### src/rtl/rotate_sequencer_if.sv
// Start/busy/done request bus between the issuing control logic and the rotate sequencer.
// Optional abort line is present only when ROT_ABORT_EN is defined.
interface rotate_sequencer_if #(
    parameter int N     = 8,
    parameter int AMT_W = 8
);
    // start is taken only while busy is low (IDLE or DONE). a/amt/dir are captured
    // on that edge; done pulses for one cycle and z holds until the next completion.
    logic             start;
    logic [N-1:0]     a;
    logic [AMT_W-1:0] amt;
    logic             dir;
    logic             busy;
    logic             done;
    logic [N-1:0]     z;
`ifdef ROT_ABORT_EN
    logic             abort;
`endif

    modport master (
        output start, a, amt, dir,
`ifdef ROT_ABORT_EN
        output abort,
`endif
        input  busy, done, z
    );

    modport slave (
        input  start, a, amt, dir,
`ifdef ROT_ABORT_EN
        input  abort,
`endif
        output busy, done, z
    );
endinterface

### src/rtl/rotate_sequencer.sv
// Arbitrary-amount circular rotate built by iterating a 0..7 right-rotate stage.
// ROT_ABORT_EN adds an abort input that cancels a RUN without a done pulse.
module rotate_sequencer #(
    parameter int N     = 8,
    parameter int AMT_W = 8
) (
    input  logic                 clk,
    input  logic                 rst_n,
    rotate_sequencer_if.slave    bus,
    output logic [1:0]           o_dbg_state
);
    localparam int SH_W = $clog2(N);

    typedef enum logic [1:0] {
        IDLE = 2'd0,
        RUN  = 2'd1,
        DONE = 2'd2
    } state_t;

    state_t            r_state;
    state_t            w_next;
    logic [N-1:0]      r_acc;
    logic [SH_W-1:0]   r_rem;
    logic [N-1:0]      r_z;

    logic [SH_W-1:0]   w_eff;
    logic [SH_W-1:0]   w_r;
    logic              w_accept;
    logic              w_rem_big;
    logic              w_abort;

    function automatic logic [N-1:0] rotr(input logic [N-1:0] x, input logic [2:0] k);
        logic [2*N-1:0] w_dbl;
        w_dbl = {x, x} >> k;
        return w_dbl[N-1:0];
    endfunction

    // A left rotate by eff equals a right rotate by (N - eff) mod N.
    assign w_eff     = bus.amt[SH_W-1:0];
    assign w_r       = bus.dir ? (SH_W'(0) - w_eff) : w_eff;
    assign w_accept  = bus.start && ((r_state == IDLE) || (r_state == DONE));
    assign w_rem_big = (32'(r_rem) > 32'd7);

`ifdef ROT_ABORT_EN
    assign w_abort = bus.abort && (r_state == RUN);
`else
    assign w_abort = 1'b0;
`endif

    always_ff @(posedge clk) begin
        if (!rst_n) begin
            r_state <= IDLE;
        end else begin
            r_state <= w_next;
        end
    end

    always_comb begin
        w_next = r_state;
        case (r_state)
            IDLE: begin
                if (bus.start) w_next = RUN;
            end
            RUN: begin
                if (w_abort)         w_next = IDLE;
                else if (!w_rem_big) w_next = DONE;
            end
            DONE: begin
                w_next = bus.start ? RUN : IDLE;
            end
            default: w_next = IDLE;
        endcase
    end

    always_ff @(posedge clk) begin
        if (!rst_n) begin
            r_acc <= '0;
            r_rem <= '0;
            r_z   <= '0;
        end else if (w_accept) begin
            r_acc <= bus.a;
            r_rem <= w_r;
        end else if ((r_state == RUN) && !w_abort) begin
            if (w_rem_big) begin
                r_acc <= rotr(r_acc, 3'd7);
                r_rem <= r_rem - SH_W'(7);
            end else begin
                r_z <= rotr(r_acc, r_rem[2:0]);
            end
        end
    end

    assign bus.busy    = (r_state == RUN);
    assign bus.done    = (r_state == DONE);
    assign bus.z       = r_z;
    assign o_dbg_state = r_state;
endmodule

### src/flat_wrapper.sv
// flat-port wrapper written by rule: the top's interface ports become plain ports
module rotate_sequencer_flat 
#(
    parameter int N     = 8,
    parameter int AMT_W = 8
)
  (clk, rst_n, o_dbg_state, bus_start, bus_a, bus_amt, bus_dir, bus_busy, bus_done, bus_z);
  rotate_sequencer_if #(.N(N), .AMT_W(AMT_W)) bus_i ();
  input  logic clk;
  input  logic rst_n;
  output logic [1:0] o_dbg_state;
  input wire logic [$bits(bus_i.start)-1:0] bus_start;
  input wire logic [$bits(bus_i.a)-1:0] bus_a;
  input wire logic [$bits(bus_i.amt)-1:0] bus_amt;
  input wire logic [$bits(bus_i.dir)-1:0] bus_dir;
  output wire logic [$bits(bus_i.busy)-1:0] bus_busy;
  output wire logic [$bits(bus_i.done)-1:0] bus_done;
  output wire logic [$bits(bus_i.z)-1:0] bus_z;
  assign bus_i.start = bus_start;
  assign bus_i.a = bus_a;
  assign bus_i.amt = bus_amt;
  assign bus_i.dir = bus_dir;
  assign bus_busy = bus_i.busy;
  assign bus_done = bus_i.done;
  assign bus_z = bus_i.z;
  rotate_sequencer #(.N(N), .AMT_W(AMT_W)) u_core (.clk(clk), .rst_n(rst_n), .bus(bus_i), .o_dbg_state(o_dbg_state));
endmodule
### config.mk
export PLATFORM = sky130hd
export DESIGN_NAME = rotate_sequencer_flat
export DESIGN_NICKNAME = d
export VERILOG_FILES = /design/src/rtl/rotate_sequencer_if.sv /design/src/rtl/rotate_sequencer.sv /design/src/flat_wrapper.sv
export SDC_FILE = /design/constraint.sdc
export NUM_CORES = 1
export LEC_CHECK = 0
export CAP_MARGIN = 40
export CORE_MARGIN = 2
export CORE_UTILIZATION = 45
export CTS_CLUSTER_SIZE = 30
export DETAILED_ROUTE_END_ITERATION = 7
export PLACE_DENSITY_LB_ADDON = 0.1
export SLEW_MARGIN = 20
export SYNTH_ARGS = -nofsm -noshare
export SYNTH_HDL_FRONTEND = slang
export SYNTH_SLANG_ARGS = --single-unit
### constraint.sdc
create_clock -name clk -period 1.55 [get_ports clk]
set_input_delay 0.2325 -clock clk [delete_from_list [all_inputs] [get_ports clk]]
set_output_delay 0.2325 -clock clk [all_outputs]
set_load 0.02 [all_outputs]
==> results of run 1 <==
-- path summary, 6_finish.rpt --
kind / startpoint / cells after the start / end / slack, ns
worst max-delay path: u_core.o_dbg_state[1]$_SDFFE_PN0P_ / 1 / o_dbg_state[1] / 0.06
worst min-delay path: bus_a[2] / 3 / u_core.r_acc[2]$_SDFFE_PN0P_ / 0.47
worst max register to register: u_core.r_rem[1]$_SDFFE_PN0P_ / 4 / u_core.bus.z[3]$_SDFFE_PN0P_ / 0.12
worst min register to register: u_core.r_acc[4]$_SDFFE_PN0P_ / 2 / u_core.r_acc[4]$_SDFFE_PN0P_ / 0.48
-- repair_timing --
item,CTS,global route
hold buffers,0,0
gates resized for setup,3,0
setup endpoints to repair,3,0
buffers inserted,0,0
-- sequential cells by signal, summed over array words and instances, names as in the netlist --
signal / cells
u_core.bus.z: 8
u_core.r_acc: 8
u_core.r_rem: 3
u_core.o_dbg_state: 2
-- stage by stage --
step / cells / total power, uW / utilization / hold WS, ns
2_1_floorplan: 105 / 767 / - / 0.354
3_3_place_gp: 157 / 867 / 0.610 / 0.461
3_5_place_dp: 157 / 875 / 0.610 / 0.470
4_1_cts: 161 / 1130 / 0.620 / 0.464
5_1_grt: 161 / 1180 / 0.620 / 0.470
6_report: 161 / 1120 / 0.620 / 0.471
-- final cells by class --
cell class | count | area, sq um
fill | 203 | 840
multi-input combinational | 73 | 578
sequential | 21 | 420
timing repair buffer | 32 | 302
tap | 28 | 35.0
clock buffer | 4 | 26.3
inverter | 3 | 11.3
-- cells by family (layout without fill, tap and decap cells) --
kind of cell	count (synthesis)	after routing	share of synthesized area
muxes	17	17	0.286
DFF	21	21	0.400
adders and majority gates	1	1	0.0119
buffers and inverters	11	39	0.0489
xor gates and xnor gates	1	1	0.00834
and+or+nand+nor	27	27	0.111
AOI/OAI and AO/OA	27	27	0.133
-- routing by layer --
layer	up-vias	GRT usage	wire (um)
li1	435	-	-
met1	385	0.215	925
met2	20	0.298	978
met3	4	0.0286	93
met4	0	0.0513	21
met5	-	0	0
-- report_power, final --
group	switching, uW	internal (uW)
Combinational	116	144
Sequential	25.7	574
Clock	157	100
-- placed cells by master, fill, tap and decap left out --
| master | count |
|---|---|
| a211oi_1 | 2 |
| a21oi_1 | 17 |
| and2_1 | 1 |
| buf_4 | 6 |
| clkbuf_1 | 1 |
| clkbuf_4 | 3 |
| clkdlybuf4s50_1 | 23 |
| dfxtp_1 | 21 |
| dlygate4sd2_1 | 3 |
| ha_1 | 1 |
| inv_1 | 3 |
| mux2i_1 | 9 |
| mux4_1 | 8 |
| nand2_1 | 18 |
| nand2b_1 | 1 |
| nor2_1 | 3 |
| nor2b_1 | 4 |
| o21ai_0 | 8 |
| xnor2_1 | 1 |
-- cells in the mapped netlist (all sizes together), types with 2 or more instances --
| library cell | instances | share of area |
|---|---|---|
| inv | 3 | 0.011 |
| buf | 2 | 0.015 |
| dfxtp | 21 | 0.40 |
| nor2 | 3 | 0.011 |
| a211oi | 2 | 0.014 |
| nand2 | 18 | 0.064 |
| a21oi | 17 | 0.081 |
| nor2b | 4 | 0.024 |
| clkbuf | 6 | 0.023 |
| mux2i | 9 | 0.086 |
| mux4 | 8 | 0.20 |
| o21ai | 8 | 0.038 |
==> run metrics, run 1 <==
status=finished, final reports clean; clk_lat worst skew=0.30 ns; highest clock rate=0.672 GHz; peak supply drop=0.000581 V; Pre-antenna DRT Iters=4; Worst setup EP type=output port; die area=2740 sq um; Power Density=814 nW/um^2; Cell Area, Synth=1050 sq um; # diodes=0; H-tree depth=1; CTS buffer count=3; overflow left after global routing=0; Slew @ Worst Pin=0.392 ns; Setup TNS Final=0 ns; maximum clock insertion buffer count=2; leak pwr=0.000505 uW; largest net degree at the start of global routing=18; Final Hold Viols=0; Remaining DRCs=0; final setup violation count=0; CTS tree=yes; Routed wire per std cell=12.5 um; initial DRC count=10; dpl hpwl=1490 um; Startpoint Class=register; Post-synth EDFFs=0; initial antenna violation count=0; Crit Path Class=register to output port; synth warn=0; Antenna Nets Post-Route=0; global-route wire length before repair=3480 um; register area share after synthesis=0.400; fin crit period=1.49 ns; setup ws final=0.0611 ns; row count=17; max_cap viols=0; gr usage total=0.171; Die Wd=52.3 um; crit-path leading delay family=buffers and inverters; Critical Path, Cell by Cell=clkdlybuf4s50_1; Placeable Area=2210 sq um; Total Nets Final=155; Syn Inst Count=105; CP max stage delay=0.60 ns; ys async rst share=0; Hold Path Class=primary input to register; Ports=32; crit share post-route=0.961; Req. time, crit path=1.32 ns; Yosys reg bits=21; Synth cell types=18; syn_nets=126; Port Buf Inserts=26; Buffers & Inverters on Critical Path=1; vias per cell=5.24; Crit Path Max Fanout=3; design area=1370 sq um; Worst-path clk slew=0.11 ns; share of layout cells above drive strength 1=0.0677; vias in the first global route=762; via count of the routed design=844; Initial Util=0.475; Avg Cell Area, Syn=10.0 sq um; CP arrival=1.26 ns; Slew HR=0.738; Main synth FF type=dfxtp_1; synthesis-to-layout area growth=30.8%; GP Congestion=0.767; Place WS=0.0756 ns; WL final=2020 um; Slew Limit Fails=0; Slowest-stage cell, CP=clkdlybuf4s50_1; dpl cell area=1350 sq um; clock skew=0.00341 ns; Clock Sinks=21; CTS root buffer=clkbuf_4; RSZ-0062 raised after global routing=no; die span in y=52.3 um
(Power assumes the default switching activity.)
==> run 2, diff against run 1 <==
--- a/config.mk
+++ b/config.mk
@@ -7,7 +7,7 @@
 export LEC_CHECK = 0
 export CAP_MARGIN = 40
 export CORE_MARGIN = 2
-export CORE_UTILIZATION = 45
+export CORE_UTILIZATION = 38
 export CTS_CLUSTER_SIZE = 30
 export DETAILED_ROUTE_END_ITERATION = 7
 export PLACE_DENSITY_LB_ADDON = 0.1
==> run metrics, run 2 (same netlist as run 1, synthesis figures left out) <==
status=finished, final reports clean; Critical Path, Cell by Cell=clkdlybuf4s50_1; die span in y=56.6 um (+8.1%); leak pwr=0.000497 uW (-1.5%); dpl hpwl=1410 um (-5.4%); Setup Buffers After CTS=0 (unchanged); initial antenna violation count=0 (unchanged); Req. time, crit path=1.32 ns (about the same); Crit Path Class=register to output port; share of layout cells above drive strength 1=0.0606 (-0.00706); Power Density=811 nW/um^2 (-0.36%); Die Wd=56.6 um (+8.1%); max_cap viols=0 (unchanged); Worst-path clk slew=0.11 ns (about the same); Final Hold Viols=0 (unchanged); overflow left after global routing=0 (unchanged); initial DRC count=9 (-1); Slew HR=0.731 (-0.00688); Psw=295 uW (-1.3%); Hold Path Class=primary input to register; fin util=0.510 (-0.110); crit share post-route=0.962 (+0.00130); gr usage total=0.124 (-0.0467); CP arrival=1.26 ns (about the same); Initial Util=0.391 (-0.0838); CP max stage delay=0.61 ns (about the same); Reg power frac=0.539 (+0.002); Slew @ Worst Pin=0.402 ns (+0.0103 ns); Total Nets Final=154 (-0.65%); CTS buffer count=3 (unchanged); Antenna Nets Post-Route=0 (unchanged); final setup violation count=0 (unchanged); RSZ-0062 raised after global routing=no; Pre-antenna DRT Iters=4 (unchanged); synthesis-to-layout area growth=30.5%; crit-path leading delay family=buffers and inverters; fin crit period=1.49 ns (+0.00202 ns); Crit Path Max Fanout=3 (unchanged); CTS tree=yes; highest clock rate=0.671 GHz (-0.14%); vias per cell=5.11 (-2.5%); maximum clock insertion buffer count=2 (unchanged); row count=19 (+2); Logic pwr share=0.228 (-0.005); most frequent cells in the layout=clkdlybuf4s50_1 (23), dfxtp_1 (21), nand2_1 (18); Routed wire per std cell=11.3 um (-10%); commonest non-fill, non-tap cell in the layout=clkdlybuf4s50_1; largest net degree at the start of global routing=18 (unchanged); H-tree depth=1 (unchanged); Slowest-stage cell, CP=clkdlybuf4s50_1; GP Congestion=0.803 (+4.6%); clock network power share=0.232 (+0.002); Switching Fraction=0.265 (-0.00212); Port Buf Inserts=26 (unchanged); WL final=1840 um (-8.9%); Buffers & Inverters on Critical Path=1 (unchanged); Remaining DRCs=0 (unchanged); via count of the routed design=833 (-1.3%); die area=3200 sq um (+17%); peak supply drop=0.000687 V (+18%); clock skew=0.00560 ns (+0.00219 ns); # diodes=0 (unchanged); vias in the first global route=751 (-1.4%); Slew Limit Fails=0 (unchanged); Worst setup EP type=output port; Post-CTS Hold Buffers=0 (unchanged); CTS root buffer=clkbuf_4; Ports=32 (unchanged); Setup TNS Final=0 ns (unchanged); Pint=816 uW (-0.26%); Clock Sinks=21 (unchanged); Placeable Area=2690 sq um (+21%); Startpoint Class=register; global-route wire length before repair=3170 um (-8.9%); clk_lat worst skew=0.30 ns (about the same)
run 2: cell count changes in the layout (fill, tap and decap cells not counted):
cell	change
buf_4	-1
clkdlybuf4s15_1	+1
dlygate4sd2_1	-1
run 2: worst register-to-register path: cells and delay by family, from the launching register on:
family	cells	cell delay [ns]
AOI/OAI and AO/OA	1	0.15
DFF	1	0.58
muxes	1	0.63
run 2: final cells by class:
type / instances / area, sq um
fillers: 255 / 1320
multi-input cells: 73 / 578
flip-flops and latches: 21 / 420
repair buffers: 31 / 295
well taps: 31 / 38.8
clock buffers: 4 / 26.3
inverters: 3 / 11.3
run 2: through the flow:
step / hold WS (ns) / area (sq um) / std cells / setup WS (ns) / power (uW)
2_1_floorplan: 0.354 / 1050 / 105 / 0.227 / 767
3_3_place_gp: 0.461 / 1350 / 159 / 0.109 / 866
3_5_place_dp: 0.467 / 1350 / 159 / 0.0945 / 870
4_1_cts: 0.451 / 1370 / 163 / 0.0433 / 1130
5_1_grt: 0.448 / 1370 / 163 / 0.00630 / 1170
6_report: 0.459 / 1370 / 163 / 0.0591 / 1110
run 2: layer usage:
metal	GRT usage	vias to the layer above	routed length, um	part of all wire
met2	0.206	18	893	0.49
met1	0.152	381	819	0.45
met3	0.0530	2	112	0.061
li1	-	432	-	-
met4	0.0204	0	14	0.0076
met5	0	-	0	0
run 2: worst paths after layout:
path | cells after the start | from | endpoint | slack, ns
worst max register to register | 2 | u_core.r_rem[2]$_SDFFE_PN0P_ | u_core.bus.z[3]$_SDFFE_PN0P_ | 0.13
worst min-delay path | 3 | bus_a[6] | u_core.r_acc[6]$_SDFFE_PN0P_ | 0.46
worst min register to register | 2 | u_core.r_acc[1]$_SDFFE_PN0P_ | u_core.r_acc[1]$_SDFFE_PN0P_ | 0.48
worst max-delay path | 1 | u_core.o_dbg_state[1]$_SDFFE_PN0P_ | o_dbg_state[1] | 0.06
run 2: timing repair:
action | CTS | global route
cloned | 0 | 0
endpoints found under the setup margin | 3 | 1
resized for setup | 3 | 1
run 2: power by group through the flow:
stage	Clock [uW]	Combinational (uW)	Sequential (uW)
floorplan	0	145	623
global placement	0	255	611
detailed placement	0	257	613
CTS	273	256	600
global route	287	278	605
finish	258	254	599
